===== src/rtl/memory_f1_up_3_ctl.sv =====
// -----------------------------------------------------------------------------
// memory_f1_up_3_ctl
//
// Access controller for long tank 3 of the upper F1 memory bank. A pair of
// free-running counters tracks which pulse position (minor, digit) is
// currently passing the tank's read/write head. On an accepted request the
// controller waits for the addressed slot to come round, then gates one short
// (18-position) or long (36-position) word into or out of the tank. Data is
// serial, LSB first, and the last position of the word is the gap.
//
// Optional build feature: define MEMORY_F1_UP_3_CTL_TIMING_OUT_EN to export
// the position counters (pos_minor, pos_digit) and a (0,0) sync pulse
// (pos_sync) for the monitor display and sibling tanks.
//
// Ports:
//   f1_clk        in   digit clock, one pulse position per cycle
//   f1_rst_n      in   asynchronous active-low reset
//   req_valid     in   request present
//   req_ready     out  controller idle; accept = req_valid && req_ready
//   req_addr      in   short-word slot 0..MINORS-1
//   req_long      in   long word (slots addr&~1 and addr|1)
//   req_op        in   0 read, 1 write, 2 clear, 3 reserved (read)
//   wr_data       in   write data, captured on accept
//   rd_data       out  read result, valid from done, held until next read
//   done          out  one-cycle end-of-transfer pulse
//   f1_mib        out  serial write bit to the tank
//   f1_up_t3_in   out  tank write gate
//   f1_up_t3_out  out  tank read gate
//   f1_up_t3_clr  out  tank clear gate
//   f1_up_mob_t3  in   serial output bit from the tank
//   pos_minor     out  (optional) current minor cycle
//   pos_digit     out  (optional) current digit
//   pos_sync      out  (optional) one-cycle pulse at position (0,0)
// -----------------------------------------------------------------------------
module memory_f1_up_3_ctl #(
  parameter int DIGITS = 18,
  parameter int MINORS = 32
) (
  input  logic                  f1_clk,
  input  logic                  f1_rst_n,
  input  logic                  req_valid,
  output logic                  req_ready,
  input  logic [4:0]            req_addr,
  input  logic                  req_long,
  input  logic [1:0]            req_op,
  input  logic [2*DIGITS-2:0]   wr_data,
  output logic [2*DIGITS-2:0]   rd_data,
  output logic                  done,
  output logic                  f1_mib,
  output logic                  f1_up_t3_in,
  output logic                  f1_up_t3_out,
  output logic                  f1_up_t3_clr,
  input  logic                  f1_up_mob_t3
`ifdef MEMORY_F1_UP_3_CTL_TIMING_OUT_EN
  ,
  output logic [4:0]            pos_minor,
  output logic [4:0]            pos_digit,
  output logic                  pos_sync
`endif
);

  localparam int WB = 2 * DIGITS - 1;       // long word data bits
  localparam int KW = $clog2(2 * DIGITS);   // transfer index width

  typedef enum logic [1:0] {
    ST_IDLE,
    ST_WAIT,
    ST_XFER,
    ST_DONE
  } state_t;

  // ---------------------------------------------------------------------------
  // Position counters
  // ---------------------------------------------------------------------------
  logic [4:0] digit_q, digit_d;
  logic [4:0] minor_q, minor_d;
  logic       digit_wrap;

  always_comb begin
    digit_wrap = (digit_q == 5'(DIGITS - 1));
    digit_d    = digit_wrap ? 5'd0 : digit_q + 5'd1;
    minor_d    = minor_q;
    if (digit_wrap) begin
      minor_d = (minor_q == 5'(MINORS - 1)) ? 5'd0 : minor_q + 5'd1;
    end
  end

  always_ff @(posedge f1_clk or negedge f1_rst_n) begin
    if (!f1_rst_n) begin
      digit_q <= 5'd0;
      minor_q <= 5'd0;
    end else begin
      digit_q <= digit_d;
      minor_q <= minor_d;
    end
  end

  // ---------------------------------------------------------------------------
  // Request capture
  // ---------------------------------------------------------------------------
  state_t          state_q, state_d;
  logic [4:0]      addr_q, addr_d;
  logic            long_q, long_d;
  logic [1:0]      op_q, op_d;
  logic [WB-1:0]   wdata_q, wdata_d;
  logic [KW-1:0]   k_q, k_d;

  logic            accept;
  logic [4:0]      req_addr_eff;

  // While idle, a request can go straight to XFER (accept one position before
  // the slot), so the "active" transfer parameters come from the request
  // inputs in IDLE and from the captured copies everywhere else.
  logic [4:0]      act_addr;
  logic            act_long;
  logic [1:0]      act_op;
  logic [WB-1:0]   act_wdata;
  logic [KW-1:0]   last_k;
  logic            slot_hit;
  logic            act_write;
  logic            act_clear;
  logic            act_read;

  always_comb begin
    accept       = (state_q == ST_IDLE) && req_valid;
    req_addr_eff = req_long ? {req_addr[4:1], 1'b0} : req_addr;

    act_addr  = accept ? req_addr_eff : addr_q;
    act_long  = accept ? req_long     : long_q;
    act_op    = accept ? req_op       : op_q;
    act_wdata = accept ? wr_data      : wdata_q;

    last_k    = act_long ? KW'(2 * DIGITS - 1) : KW'(DIGITS - 1);
    act_write = (act_op == 2'd1);
    act_clear = (act_op == 2'd2);
    act_read  = !act_write && !act_clear;

    // Next-cycle position equals (act_addr, 0).
    slot_hit  = digit_wrap && (minor_d == act_addr);

    addr_d  = addr_q;
    long_d  = long_q;
    op_d    = op_q;
    wdata_d = wdata_q;
    if (accept) begin
      addr_d  = req_addr_eff;
      long_d  = req_long;
      op_d    = req_op;
      wdata_d = wr_data;
    end
  end

  // ---------------------------------------------------------------------------
  // State machine
  // ---------------------------------------------------------------------------
  always_comb begin
    state_d = state_q;
    case (state_q)
      ST_IDLE: begin
        if (req_valid) begin
          state_d = slot_hit ? ST_XFER : ST_WAIT;
        end
      end
      ST_WAIT: begin
        if (slot_hit) begin
          state_d = ST_XFER;
        end
      end
      ST_XFER: begin
        if (k_q == last_k) begin
          state_d = ST_DONE;
        end
      end
      ST_DONE: begin
        state_d = ST_IDLE;
      end
      default: begin
        state_d = ST_IDLE;
      end
    endcase

    k_d = '0;
    if (state_d == ST_XFER && state_q == ST_XFER) begin
      k_d = k_q + KW'(1);
    end
  end

  // ---------------------------------------------------------------------------
  // Gate outputs, registered from the next state so that they line up with
  // the slot position with no skew between f1_mib and the gates.
  // ---------------------------------------------------------------------------
  logic            mib_q, mib_d;
  logic            in_q, in_d;
  logic            out_q, out_d;
  logic            clr_q, clr_d;
  logic [WB:0]     wdata_ext;
  logic            xfer_d;

  always_comb begin
    wdata_ext = {1'b0, act_wdata};
    xfer_d    = (state_d == ST_XFER);
    in_d      = xfer_d && act_write;
    clr_d     = xfer_d && (act_write || act_clear);
    out_d     = xfer_d && act_read;
    // The gap position (k == last_k) always writes 0.
    mib_d     = xfer_d && act_write && (k_d < last_k) && wdata_ext[k_d];
  end

  // ---------------------------------------------------------------------------
  // Read capture: bit k of the word is sampled while position k passes.
  // ---------------------------------------------------------------------------
  logic [WB-1:0] rd_q, rd_d;
  logic [WB-1:0] rd_hit;
  logic          rd_sample;

  assign rd_sample = (state_q == ST_XFER) && (op_q != 2'd1) && (op_q != 2'd2)
                     && (k_q < last_k);

  for (genvar gi = 0; gi < WB; gi++) begin : g_rd_hit
    assign rd_hit[gi] = rd_sample && (k_q == KW'(gi));
  end

  always_comb begin
    rd_d = rd_q;
    // Clearing on accept keeps the unused upper bits of a short read at zero.
    if (accept && (req_op != 2'd1) && (req_op != 2'd2)) begin
      rd_d = '0;
    end
    rd_d = (rd_d & ~rd_hit) | ({WB{f1_up_mob_t3}} & rd_hit);
  end

  // ---------------------------------------------------------------------------
  // Registers
  // ---------------------------------------------------------------------------
  always_ff @(posedge f1_clk or negedge f1_rst_n) begin
    if (!f1_rst_n) begin
      state_q <= ST_IDLE;
      addr_q  <= 5'd0;
      long_q  <= 1'b0;
      op_q    <= 2'd0;
      wdata_q <= '0;
      k_q     <= '0;
      rd_q    <= '0;
      mib_q   <= 1'b0;
      in_q    <= 1'b0;
      out_q   <= 1'b0;
      clr_q   <= 1'b0;
    end else begin
      state_q <= state_d;
      addr_q  <= addr_d;
      long_q  <= long_d;
      op_q    <= op_d;
      wdata_q <= wdata_d;
      k_q     <= k_d;
      rd_q    <= rd_d;
      mib_q   <= mib_d;
      in_q    <= in_d;
      out_q   <= out_d;
      clr_q   <= clr_d;
    end
  end

  assign req_ready    = (state_q == ST_IDLE);
  assign done         = (state_q == ST_DONE);
  assign rd_data      = rd_q;
  assign f1_mib       = mib_q;
  assign f1_up_t3_in  = in_q;
  assign f1_up_t3_out = out_q;
  assign f1_up_t3_clr = clr_q;

`ifdef MEMORY_F1_UP_3_CTL_TIMING_OUT_EN
  // Registered so that it stays 0 during reset and pulses for exactly the
  // cycle in which the counters read (0, 0).
  logic sync_q, sync_d;

  assign sync_d = digit_wrap && (minor_d == 5'd0);

  always_ff @(posedge f1_clk or negedge f1_rst_n) begin
    if (!f1_rst_n) begin
      sync_q <= 1'b0;
    end else begin
      sync_q <= sync_d;
    end
  end

  assign pos_minor = minor_q;
  assign pos_digit = digit_q;
  assign pos_sync  = sync_q;
`endif

endmodule


===== config.mk =====
export PLATFORM = sky130hd
export DESIGN_NAME = memory_f1_up_3_ctl
export DESIGN_NICKNAME = d
export VERILOG_FILES = /design/src/rtl/memory_f1_up_3_ctl.sv
export SDC_FILE = /design/constraint.sdc
export NUM_CORES = 1
export LEC_CHECK = 0
export BUFFER_PORTS_ARGS = -buffer_cell sky130_fd_sc_hd__buf_2
export CAP_MARGIN = 20
export CORE_MARGIN = 2
export CORE_UTILIZATION = 53
export CTS_BUF_LIST = sky130_fd_sc_hd__clkbuf_4
export CTS_CLUSTER_DIAMETER = 200
export DETAILED_ROUTE_END_ITERATION = 16
export PLACE_DENSITY = 0.85
export SYNTH_ARGS = -nofsm -noshare
export SYNTH_HDL_FRONTEND = slang
export SYNTH_SLANG_ARGS = --single-unit

===== constraint.sdc =====
create_clock -name f1_clk -period 3.9 [get_ports f1_clk]
set_clock_uncertainty 0.1 [all_clocks]
set_input_delay 0.585 -clock f1_clk [delete_from_list [all_inputs] [get_ports f1_clk]]
set_output_delay 0.585 -clock f1_clk [all_outputs]
set_load 0.02 [all_outputs]

# Word level (Yosys, flattened, before mapping)
# Cells that the tools add are included.
# word_totals
ff_bits	100
inputBits	47
# classes
add_sub_neg	3
n_lt_le_gt_ge	3
n_eq_ne	48
n_mux	18
bitwise	4
reduce_logical	54
# op_table
operator	n
$eq 6x5->1 const B	16
$and 35x35->35	2
$mux 35	2
$logic_and 1x1->1	49
$eq 6x4->1 const B	8
$not 35->35	1
$or 35x35->35	1
$eq 6x3->1 const B	4
$mux 5	4
$eq 6x6->1 const B	3
$eq 6x2->1 const B	2
$lt 6x6->1	2
$mux 6	2
$add 5x1->5 const B	2
$eq 5x5->1 const B	2
$mux 2	5
$eq 2x2->1 const B	4
$pmux 2 s4	1
$lt 6x7->1 const B	1
$add 6x1->6 const B	1
$bmux 1 s6	1
$eq 6x1->1 const B	1
$eq 6x6->1	1
$logic_not 6->1	1
8 further kinds	14

# Depth between registers and ports, before layout
# logic_depth
word_depth	14
depth_mapped	17

# Worst setup path after synthesis
# OpenSTA, ideal clock, no wires.
# synth_timing
kind	input -> register
startpoint	input port req_valid
endpoint	register mib_q (netlist: f1_mib)
setup_ns	0.095
t_arrival_ns	3.566
required_ns	3.705
setup_slack_ns	0.138
cell_stages	16
cell_sequence	or3b_4 buf_6 buf_8 mux2i_1 inv_1 ha_1 nand4_1 nand2b_1 nand3_1 inv_1 ha_1 nor4_1 o21ai_0 o21ai_0 nand4_1 nor4b_2
# synth_lines
element	line_no	rtl
from (decl)	41	input logic req_valid,
$logic_and 1x1->1 *	125	accept = (state_q == ST_IDLE) && req_valid;
$mux 1 *	n/a	
named net act_long	115	logic act_long;
$mux 6 *	133	last_k = act_long ? KW'(2 * DIGITS - 1) : KW'(DIGITS - 1);
$eq 6x6->1 *	170	if (k_q == last_k) begin
$mux 2 *	170	
$pmux 2 s4 *	158	case (state_q)
$eq 2x2->1 *	183	if (state_d == ST_XFER && state_q == ST_XFER) begin
$logic_and 1x1->1 *	183	
$mux 6 *	183	
named net k_d[4]	106	logic [KW-1:0] k_q, k_d;
$bmux 1 s6 or $lt 6x6->1 (tied branches)	206	mib_d = xfer_d && act_write && (k_d < last_k) && wdata_ext[k_d];
$mux 1 (implied by the code) or $logic_and 1x1->1 (tied branches)	206	
$logic_and 1x1->1 *	206	
named net mib_d	192	logic mib_q, mib_d;
to (signal assigned)	256	mib_q <= mib_d;
to (decl)	192	
# The timed path passes the listed nets; every way through them passes the cells marked *. The select of a mux whose other input is x is not followed.

# Final worst setup path
# layout_timing
startpoint	register state_q[1]
endpoint	register mib_q (netlist: f1_mib)
# layout_lines
element	line_no	rtl
from (decl)	101	state_t state_q, state_d;
from (signal assigned)	249	state_q <= state_d;
$logic_not 2->1 *	125	
$logic_and 1x1->1 *	125	
$mux 1 *	n/a	
named net act_long	115	
$mux 6 *	133	
$eq 6x6->1 *	170	
$mux 2 *	170	
$pmux 2 s4 *	158	
$eq 2x2->1 *	183	
$logic_and 1x1->1 *	183	
$mux 6 *	183	
named net k_d[4]	106	
$bmux 1 s6 or $lt 6x6->1 (tied branches)	206	
$mux 1 (implied by the code) or $logic_and 1x1->1 (tied branches)	206	
$logic_and 1x1->1 *	206	
named net mib_d	192	
# Marked as above.

==> metrics.cfg <==
[synthesis]
synthTopCellsByArea=dfrtp_1 (50%), nand2_1 (8.6%), mux2i_1 (6.4%)
yosys_warnings=0
synth_fa_ha_area_share_pct=3.48
async_flop_share_pct=100
synthXorXnorAreaFrac_pct=2.43
synthSimpleGateAreaFrac_pct=21.2
syn_nets=568
ys_top_cells_by_count=nand2_1 (116), dfrtp_1 (100), mux2i_1 (32), nor2_1 (30), nand3_1 (26)
synth_most_common_cell=nand2_1
synth_edf_count=0
yosysSeqAreaShare_pct=49.7
syn_area_per_cell_um2=9.94
syn-cell-area_mm2=0.00504
synth_top_family_by_area=simple AND/OR/NAND/NOR gates
synth_ff_type=dfrtp_1
yosysTopAreaCell=dfrtp_1
postSynthCellCount=507
synth_mux_area_share_pct=10.0
yosys_register_bits=100
synth_top_area_share_pct=49.7
synth_compound_area_share_pct=8.99
synth_cell_types=58

[critical_path]
critPathLaunchType=register
endpoint_kind=register
r2r_cells=14
worstPathArrival_ns=3.85
crit_buf_inv=2
cp_max_fo=7
cp_slowest_stage_delay_ns=0.48
crit_slowest_cell=dfrtp_2
critPathKind=register to register
path_cells=or3b_4, mux2i_1, inv_1, ha_1, nand4_1, nand2b_2, nand3_1, inv_1, ha_1, nor4_2, o21ai_0, o21ai_0, nand4_1, nor4b_2
required_ns=4.18
cp.depth=14
crit_family=simple AND/OR/NAND/NOR gates

[placed_design]
dp_hpwl_um=8140
io_buffers=87
place.gp.congestion=0.943
pre_cts_slack_ns=0.0970
placed_cell_area_mm2=0.00557

[power_and_ir_drop]
p_seq_share_pct=56.8
combPwrFrac_pct=20.3
ir_drop_uv=268
p_sw_w=0.000699
power_w=0.00227
p_leak_nw=3.08
p_clk_share_pct=22.9
p_sw_share_pct=30.7
power.internal_w=0.00157
cellPowerDensity_mw_per_mm2=396

[timing]
max_slew.worst_pin.slew_ns=0.853
fmax_mhz=280
worst_slack_ns=0.333
holdWs_ns=-0.0176
slew_headroom_pct=42.8
finalSetupViolCount=0
period_needed_ns=3.57
rsz0062_at_grt=no
fin_tns_setup_ns=0
maxSlewViolCount=0
finalHoldViolations=7
timing.final.crit_share_pct=91.5

[route]
wl_per_cell_um=15.6
drt-pass1-iter-count=5
drc=0
drt-total-wl_um=11300
vias=3921
viasPerCell=5.42
detail-route-antenna-nets=0
first_iter_violations=224

[final_layout]
area_growth_pct=14.0
regArea_mm2=0.00250
nNetsFinal=651
drive_gt1_share_pct=26.9
nFillCells=780
antenna_cells=0
fin_area_mm2=0.00574
multi_input_area_mm2=0.00233

[cts]
numCtsBuffers=9
cts.sinks=100
htreeDepth=3
hold_buffers=0
cts_tree=built
clk_path_buf_depth=2
cts.clk_slew.worst_paths_ns=0.18
root_buffer=clkbuf_4
clkLatencyLatePin_ns=0.48

[grt]
grt_max_degree=50
antenna_found_initial=0
grt_first_pass_wirelength_um=18600
grt_overflow_total=0
grt.total_usage_pct=23.0
grt_pass1_vias=3869

[floorplan]
ios=88
num_rows=35
start_util_pct=54.5
core-area_mm2=0.00924
die_h_um=101
die_w_um=101
die_area_mm2=0.0103

[worst_hold_path]
hp-class=input pin to asynchronous set/reset pin

[outcome]
failed_checks=hold timing
outcome=complete, but fails checks

[run]
cap_violations=0

## flip-flops by register name, summed over array words and instances (netlist names), 2 cells and up
name / flops
rd_data: 35
digit_q: 5
state_q: 2
op_q: 2
addr_q: 5
k_q: 6
wdata_q: 35
minor_q: 5
## power by group through the flow
stage / clock network, W / registers [W] / logic, W
3_3_place_gp: 0 / 0.00130 / 0.000436
4_1_cts: 0.000532 / 0.00129 / 0.000464
2_1_floorplan: 0 / 0.00129 / 0.000326
3_5_place_dp: 0 / 0.00131 / 0.000460
6_report: 0.000520 / 0.00129 / 0.000461
5_1_grt: 0.000575 / 0.00131 / 0.000524
## cell families (layout without fill, tap and decap cells)
group | Yosys count | in the layout
AO/OA/AOI/OAI | 62 | 62
XOR/XNOR | 14 | 14
adder cells (fa/ha/maj) | 14 | 14
buffers and inverters | 47 | 135
flip-flops | 100 | 100
multiplexers | 47 | 47
AND/OR/NAND/NOR | 223 | 223
## cell usage in the layout, fill, tap and decap left out, types with 6 or more instances in the layout
cell type,count
o21ai_0,13
and3_1,10
clkbuf_4,9
nand2_1,116
buf_4,11
a21oi_1,9
mux2i_1,32
dfrtp_1,99
a31o_2,7
inv_1,19
buf_2,86
nand3_1,26
nor2_1,30
mux2_2,11
ha_1,14
xnor2_1,8
xor2_1,6
## final cells by class
cell class                 count  area share [%]
clock buffer                   9            1.18
clock inverter                 7            1.05
inverter                      21            1.37
multi-input combinational    360            40.6
sequential                   100            43.6
tap                          129            2.81
timing repair buffer          98            9.41
## final timing paths
| check | start | end | slack (ns) |
|---|---|---|---|
| worst max-delay path | state_q[1] | f1_mib | 0.33 |
| worst min-delay path | f1_rst_n | rd_data[6] | -0.02 |
| worst max register to register | state_q[1] | f1_mib | 0.33 |
| worst min register to register | wdata_q[8] | wdata_q[8] | 0.39 |
| max in group asynchronous | f1_rst_n | wdata_q[1] | 2.88 |
| min in group f1_clk | wr_data[11] | wdata_q[11] | 0.20 |
## through the flow
step	instances	util [%]
after CTS	722	61.7
after detailed placement	706	60.3
after global placement	706	60.3
after floorplan	507	-
after global routing	724	62.2
final	724	62.2
## what timing repair did
action,4_1_cts,5_1_grt
gates resized for setup,0,3
buffers inserted,0,1
setup endpoints to repair,0,1
## per-layer routing
layer | share of wire [%] | global-route usage (%) | up-vias
li1 | - | - | 1888
met1 | 44 | 30.9 | 1872
met2 | 49 | 38.2 | 141
met3 | 5.4 | 4.07 | 20
met4 | 1.7 | 7.07 | 0
met5 | 0 | 0 | -
(Power assumes the default switching activity.)
